File: src/rtl/cla_bist_engine.sv
// Built-in self test for an N-bit carry-lookahead adder: two LFSRs feed the adder and a MISR compacts the results.
// Latency: start sampled at edge 0, done pulses after edge NUM_PAT+2; one pattern per clock in RUN.
// Backpressure: none; start is honoured only in IDLE, abort cancels SEED/RUN/CMP on the next edge.
//
// Ports: clk/rst (async active-low) | start, mode (0 learn, 1 test), abort, cin, fault_mask |
//        busy, done (1-cycle pulse), pass (sticky), gold_valid, signature (MISR), pat_cnt.

// Two-level lookahead adder: bit generate/propagate, 4-bit groups with
// group G/P, group carries formed directly from cin and lower group G/P,
// and in-group carries formed directly from the group carry-in.
module cla_adder #(
    parameter int WIDTH = 6
) (
    input  logic [WIDTH-1:0] a,
    input  logic [WIDTH-1:0] b,
    input  logic             cin,
    output logic [WIDTH-1:0] sum,
    output logic             cout
);
    localparam int GS = 4;
    localparam int NG = (WIDTH + GS - 1) / GS;
    localparam int PW = NG * GS;

    logic [PW-1:0] g;
    logic [PW-1:0] p;
    logic [NG-1:0] gg;
    logic [NG-1:0] gp;
    logic [NG:0]   gc;
    logic [PW:0]   c;
    // Carries past the top operand bit fall out of the padded last group.
    logic          unused_carry_bits;

    // AND of v[lo..hi]; empty range is 1.
    function automatic logic and_range(input logic [PW-1:0] v, input int lo, input int hi);
        logic r;
        r = 1'b1;
        for (int i = lo; i <= hi; i++) begin
            r = r & v[i];
        end
        return r;
    endfunction

    // Flattened carry out of positions lo..hi given carry-in ci (sum of products, no ripple).
    function automatic logic la_carry(input logic [PW-1:0] gv, input logic [PW-1:0] pv,
                                      input int lo, input int hi, input logic ci);
        logic r;
        r = ci & and_range(pv, lo, hi);
        for (int m = lo; m <= hi; m++) begin
            r = r | (gv[m] & and_range(pv, m + 1, hi));
        end
        return r;
    endfunction

    always_comb begin
        g = '0;
        p = '0;
        g[WIDTH-1:0] = a & b;
        p[WIDTH-1:0] = a ^ b;
    end

    always_comb begin
        gg = '0;
        gp = '0;
        gc = '0;
        c  = '0;
        for (int k = 0; k < NG; k++) begin
            gg[k] = la_carry(g, p, k * GS, k * GS + GS - 1, 1'b0);
            gp[k] = and_range(p, k * GS, k * GS + GS - 1);
        end
        gc[0] = cin;
        for (int k = 0; k < NG; k++) begin
            gc[k+1] = la_carry(PW'(gg), PW'(gp), 0, k, cin);
        end
        c[0] = cin;
        for (int k = 0; k < NG; k++) begin
            for (int j = 0; j < GS; j++) begin
                c[k*GS+j+1] = la_carry(g, p, k * GS, k * GS + j, gc[k]);
            end
        end
    end

    assign sum               = p[WIDTH-1:0] ^ c[WIDTH-1:0];
    assign cout              = c[WIDTH];
    assign unused_carry_bits = ^{c, gc};
endmodule

module cla_bist_engine #(
    parameter int               WIDTH     = 6,
    parameter int               SIG_W     = 8,
    parameter int               NUM_PAT   = 14,
    parameter logic [WIDTH-1:0] SEED_A    = 6'h01,
    parameter logic [WIDTH-1:0] SEED_B    = 6'h2A,
    parameter logic [WIDTH-1:0] LFSR_POLY = 6'h21,
    parameter logic [SIG_W-1:0] MISR_POLY = 8'hB8
) (
    input  logic             clk,
    input  logic             rst,
    input  logic             start,
    input  logic             mode,
    input  logic             abort,
    input  logic             cin,
    input  logic [WIDTH-1:0] fault_mask,
    output logic             busy,
    output logic             done,
    output logic             pass,
    output logic             gold_valid,
    output logic [SIG_W-1:0] signature,
    output logic [15:0]      pat_cnt
);
    typedef enum logic [2:0] {S_IDLE, S_SEED, S_RUN, S_CMP, S_DONE} state_t;

    // An all-zero seed would lock the LFSR, so it is replaced by 1.
    localparam logic [WIDTH-1:0] SEED_A_EFF = (SEED_A == '0) ? WIDTH'(1) : SEED_A;
    localparam logic [WIDTH-1:0] SEED_B_EFF = (SEED_B == '0) ? WIDTH'(1) : SEED_B;
    localparam logic [15:0]      NUM_PAT_W  = 16'(NUM_PAT);

    state_t           state;
    logic             mode_q;
    logic [WIDTH-1:0] lfsr_a;
    logic [WIDTH-1:0] lfsr_b;
    logic [SIG_W-1:0] misr;
    logic [SIG_W-1:0] golden;
    logic [WIDTH-1:0] add_sum;
    logic             add_cout;
    logic [SIG_W-1:0] s_ext;
    logic [SIG_W-1:0] misr_next;
    logic [WIDTH-1:0] lfsr_a_next;
    logic [WIDTH-1:0] lfsr_b_next;

    cla_adder #(.WIDTH(WIDTH)) u_adder (
        .a    (lfsr_a),
        .b    (lfsr_b),
        .cin  (cin),
        .sum  (add_sum),
        .cout (add_cout)
    );

    // Fault injection corrupts the sum bits only; carry-out is left intact.
    assign s_ext = SIG_W'({add_cout, add_sum ^ fault_mask});

    // Right-shifting Galois MISR: bit 0 leaving the register folds the taps back in.
    assign misr_next = (misr >> 1) ^ ({SIG_W{misr[0]}} & MISR_POLY) ^ s_ext;

    // Fibonacci LFSR shifting towards the MSB; new LSB is the parity of tapped stages.
    assign lfsr_a_next = {lfsr_a[WIDTH-2:0], ^(lfsr_a & LFSR_POLY)};
    assign lfsr_b_next = {lfsr_b[WIDTH-2:0], ^(lfsr_b & LFSR_POLY)};

    assign signature = misr;

    always_ff @(posedge clk or negedge rst) begin
        if (!rst) begin
            state      <= S_IDLE;
            mode_q     <= 1'b0;
            lfsr_a     <= SEED_A_EFF;
            lfsr_b     <= SEED_B_EFF;
            misr       <= '0;
            golden     <= '0;
            gold_valid <= 1'b0;
            pass       <= 1'b0;
            pat_cnt    <= '0;
            busy       <= 1'b0;
            done       <= 1'b0;
        end else begin
            done <= 1'b0;
            case (state)
                S_IDLE: begin
                    // Abort alongside start keeps the engine idle.
                    if (start && !abort) begin
                        mode_q  <= mode;
                        pass    <= 1'b0;
                        pat_cnt <= '0;
                        busy    <= 1'b1;
                        state   <= S_SEED;
                    end
                end
                S_SEED: begin
                    if (abort) begin
                        busy  <= 1'b0;
                        pass  <= 1'b0;
                        state <= S_IDLE;
                    end else begin
                        lfsr_a <= SEED_A_EFF;
                        lfsr_b <= SEED_B_EFF;
                        misr   <= '0;
                        state  <= S_RUN;
                    end
                end
                S_RUN: begin
                    if (abort) begin
                        busy  <= 1'b0;
                        pass  <= 1'b0;
                        state <= S_IDLE;
                    end else begin
                        misr    <= misr_next;
                        lfsr_a  <= lfsr_a_next;
                        lfsr_b  <= lfsr_b_next;
                        pat_cnt <= pat_cnt + 16'd1;
                        if (pat_cnt + 16'd1 == NUM_PAT_W) begin
                            state <= S_CMP;
                        end
                    end
                end
                S_CMP: begin
                    busy <= 1'b0;
                    if (abort) begin
                        pass  <= 1'b0;
                        state <= S_IDLE;
                    end else begin
                        if (!mode_q) begin
                            golden     <= misr;
                            gold_valid <= 1'b1;
                            pass       <= 1'b1;
                        end else begin
                            pass <= gold_valid && (misr == golden);
                        end
                        done  <= 1'b1;
                        state <= S_DONE;
                    end
                end
                S_DONE: begin
                    state <= S_IDLE;
                end
                default: begin
                    busy  <= 1'b0;
                    state <= S_IDLE;
                end
            endcase
        end
    end
endmodule
File: config.mk
export PLATFORM = sky130hd
export DESIGN_NAME = cla_bist_engine
export DESIGN_NICKNAME = d
export VERILOG_FILES = /design/src/rtl/cla_bist_engine.sv
export SDC_FILE = /design/constraint.sdc
export NUM_CORES = 1
export LEC_CHECK = 0
export ABC_AREA = 1
export BUFFER_PORTS_ARGS = -buffer_cell sky130_fd_sc_hd__buf_4
export CELL_PAD_IN_SITES_DETAIL_PLACEMENT = 2
export CELL_PAD_IN_SITES_GLOBAL_PLACEMENT = 2
export CORE_UTILIZATION = 30
export CTS_CLUSTER_SIZE = 25
export DETAILED_ROUTE_END_ITERATION = 6
export PLACE_DENSITY = 0.78
export SETUP_SLACK_MARGIN = 0.4
export SYNTH_ARGS = -nofsm -noshare
export SYNTH_HDL_FRONTEND = slang
export SYNTH_HIERARCHICAL = 1
export SYNTH_SLANG_ARGS = --single-unit
export TNS_END_PERCENT = 30
File: constraint.sdc
create_clock -name clk -period 2.1 [get_ports clk]
set_input_delay 0.42 -clock clk [delete_from_list [all_inputs] [get_ports clk]]
set_output_delay 0.42 -clock clk [all_outputs]
set_load 0.1 [all_outputs]
==> results.md <==
Power:
- The part of the total power dissipated in sequential elements is 0.305.
- Of the total power, combinational logic draws 0.543.
- The internal portion of the total power is 2.59 mW.
- For this design the static power due to leakage is 1.74 nW.
- The overall power is 5.09 mW.
- The share of total power dissipated in the clock network is 0.151.
- The fraction of power spent switching nets is 0.491.
- Summed over all nets, the switching power comes to 2.50 mW.
- The areal power density over the cells is 1350 nW/um^2.
- The maximum vdd drop is 553 uV.

STA:
- The number of slew-limit violations in the final report is 0.
- Summed over all failing endpoints, the final setup total negative slack is 0 ns.
- The final count of negative-setup-slack endpoints is 0.
- For the pin with the worst max-slew slack, the measured transition is 0.619 ns.
- The final period demand of the worst path is 2.07 ns.
- The count of endpoints failing hold in the final timing report is 0.
- Timing would allow up to 484 MHz.
- The normalized max-slew margin is 0.587.
- Setup repair after global routing could not meet its margin everywhere.
- The clock skew after layout is 0.00911 ns.
- The part of the cycle the worst path needs is 0.985.

Global routing:
- The combined global-route utilization of all metal layers is 0.204.
- Entering global routing, the biggest net connects 34 pins.
- The number of global-route vias before repair was 2965.
- The overflow left after global routing is 0.
- The number of antenna violations at the first check in global routing is 0.
- The wire length of the first global-routing pass is 15.7 mm.

Route:
- For this block, the initial DRC count from the detailed router was 41.
- In the final routed layout, each cell accounts on average for 18.5 um.
- The per-cell via count in the routed design is 4.91.
- The pre-antenna-repair detailed-routing pass consisted of 4 iterations.
- In the routed design, unresolved DRC markers number 0.
- Across all layers, the routed design uses 2684 vias.
- The final wirelength is 10.1 mm.
- The remaining number of nets flagged by the antenna check after routing is 0.

Logic synthesis:
- The sequential-to-total area share from yosys stat is 0.444.
- The most frequent cell after synthesis is nand2_1.
- Synthesis produced 368 cells.
- For this run, the number of Yosys warnings is 6.
- Of the post-synthesis cell area, the dominant cell type holds 0.408.
- dfrtp_1 takes more of the synthesized area than any other cell.
- The synthesized flop and latch total is 52.
- The number of enable flip-flop cells after synthesis is 0.
- By count the netlist is led by nand2_1 (82), inv_1 (53), dfrtp_1 (48).
- Synthesis instantiated 31 different standard cells from the library.
- By area the synthesized netlist is led by dfrtp_1 (41%), nand2_1 (10%), inv_1 (6.8%).
- The most used flip-flop cell after synthesis is dfrtp_1.
- The post-synthesis instance area is 2940 um^2.
- The proportion of register bits with asynchronous set or reset after synthesis is 1.00.
- The synthesized netlist net count is 389.
- The average instance in the mapped netlist occupies 7.99 um^2.

Floorplanning:
- The width of the die is 101 um.
- The height of the die is 101 um.
- The floorplan step defined a die boundary enclosing 10200 um^2.
- The number of ports placed on the die boundary is 40.
- The core region is 9370 um^2.
- The starting utilization of the core area is 0.314.
- The initialized floorplan defines 35 standard-cell rows.

Clock network:
- The clock-pin slew on the worst setup and hold paths is 0.10 ns.
- The number of CTS-inserted buffers is 5.
- The maximum clock path buffer count is 2.
- The CTS root buffer is clkbuf_8.
- The CTS tree is built.
- The tree built by TritonCTS fans out to 52 sinks.
- The number of H-tree branching levels is 2.
- The latest clock arrival within the worst-skew pair is 0.31 ns.

Worst setup path:
- The startpoint of the lowest-slack register-to-register path is lfsr_a[0].
- Data arrives at the worst endpoint at 2.24 ns.
- The classification of the worst setup path is register to register.
- The worst register-to-register path has a depth of 7.
- The worst register-to-register path ends at signature[1].
- The startpoint class of the critical path is a register.
- The critical path startpoint is lfsr_a[0].
- STA classifies the critical path endpoint as a register.
- In this run the worst path has a maximum fanout of 3.
- The register-to-register path setup slack is 0.03 ns.
- The required time of the worst setup path is 2.27 ns.

Worst hold path:
- The path class of the lowest-slack min-delay path is primary input to asynchronous set/reset pin.

Layout:
- In the final layout, flip-flops and latches occupy 1330 um^2.
- The total number of nets in the final design is 438.
- The area of combinational cells with multiple inputs is 1570 um^2.
- The final-layout fill cell count is 1077.
- Of the cells placed in the final design, the portion with a size suffix greater than 1 is 0.299.
- The repair_antennas step left the layout with diodes totalling 0.
- The final core utilization is 0.403.
- The area added between synthesis and finish is 28.5%.

Placement:
- Summed over all nets, the half-perimeter wirelength after detailed placement is 6.97 mm.
- The count of input and output buffers is 39.
- At the end of routability-driven placement, the weighted congestion stood at 0.735.

Flow run:
- Max-cap violations in this run came to 0.

Status:
- The run finished with clean final reports.
[metal layers]
metal  vias to the layer above  GRT usage  wire length (um)
met1                      1355      0.265              4630
met2                        33      0.364              5150
li1                       1282          -                 -
met5                         -          0                 0
met3                        14     0.0194               151
met4                         0     0.0457               190
[what timing repair did]
action                                  in CTS  in global routing
pin swaps                                    5                 13
resized for setup                           15                 16
endpoints found under the setup margin       8                 17
hold buffers                                 0                  0
buffers inserted                             3                  0
[power by group through the flow]
stage                     sequential (mW)  clock, mW  combinational (mW)
after floorplan                      2.11          0                1.08
after global placement               1.55          0                2.12
after detailed placement             1.57          0                2.25
after CTS                            1.55      0.785                2.53
after global routing                 1.59      0.823                2.94
final                                1.55      0.771                2.77
[placed cells by master, fill, tap and decap left out, types with 3 or more instances in the layout]
master and instances:
a21oi_1 3, nand3_1 22, nor2_2 3, dfrtp_2 16
dfstp_2 4, xor2_1 7, ha_1 4, o21ai_0 28
nand2_4 7, o21ai_1 17, xnor2_2 3, xnor2_1 5
nand2_2 10, inv_1 53, nand4_1 7, nor2_1 19
a21oi_2 4, ha_4 3, dfrtp_1 30, clkbuf_8 7
nand2_1 77, o22ai_1 13, nor2_4 3, buf_4 50
[area by class of cell]
class / count / share of cell area
multi-input cells: 252 / 0.416
clock inverters: 1 / 0.00794
inverters: 56 / 0.0556
clock buffers: 7 / 0.0255
repair buffers: 50 / 0.0993
flip-flops and latches: 52 / 0.353
well taps: 129 / 0.0427
[metrics by stage]
stage                     instances  setup WS, ns  hold slack, ns  cell area (um^2)
after global placement          536         0.266           0.417              3490
final                           547        0.0318          0.0459              3780
after detailed placement        536         0.131           0.412              3490
after CTS                       547         0.144          0.0701              3710
after global routing            547       -0.0377          0.0673              3780
after floorplan                 368         0.354           0.124              3010
[critical path: stages (launching register included)]
cell and delay [ns]:
dfstp_2 0.40, buf_4 0.15, fa_1 0.45, xor2_1 0.17, xnor2_1 0.34, inv_1 0.12
nor2_1 0.18, o22ai_1 0.14
[worst max-delay path by stage]
| stage | endpoint | slack (ns) | cells past startpoint |
|---|---|---|---|
| global placement | signature[5] | 0.27 | 13 |
| detailed placement | signature[5] | 0.13 | 13 |
| floorplan | signature[5] | 0.35 | 13 |
| CTS | signature[5] | 0.14 | 13 |
| finish | signature[1] | 0.03 | 7 |
| global route | signature[4] | -0.04 | 10 |
[logic make-up after synthesis]
family	after synthesis	share of synthesized area
and+or+nand+nor	156	0.249
AOI/OAI and AO/OA	68	0.124
buffers and inverters	64	0.0842
DFF	52	0.444
xor gates and xnor gates	18	0.0536
adders and majority gates	9	0.0408
muxes	1	0.00383
[flip-flops by register name (all words and copies together) (netlist names)]
register / cells
lfsr_b: 6
done: 1
lfsr_a: 6
golden: 8
busy: 1
signature: 8
pass: 1
pat_cnt: 16
mode_q: 1
state: 3
gold_valid: 1
Note: power is estimated with default switching activity, not from simulation.
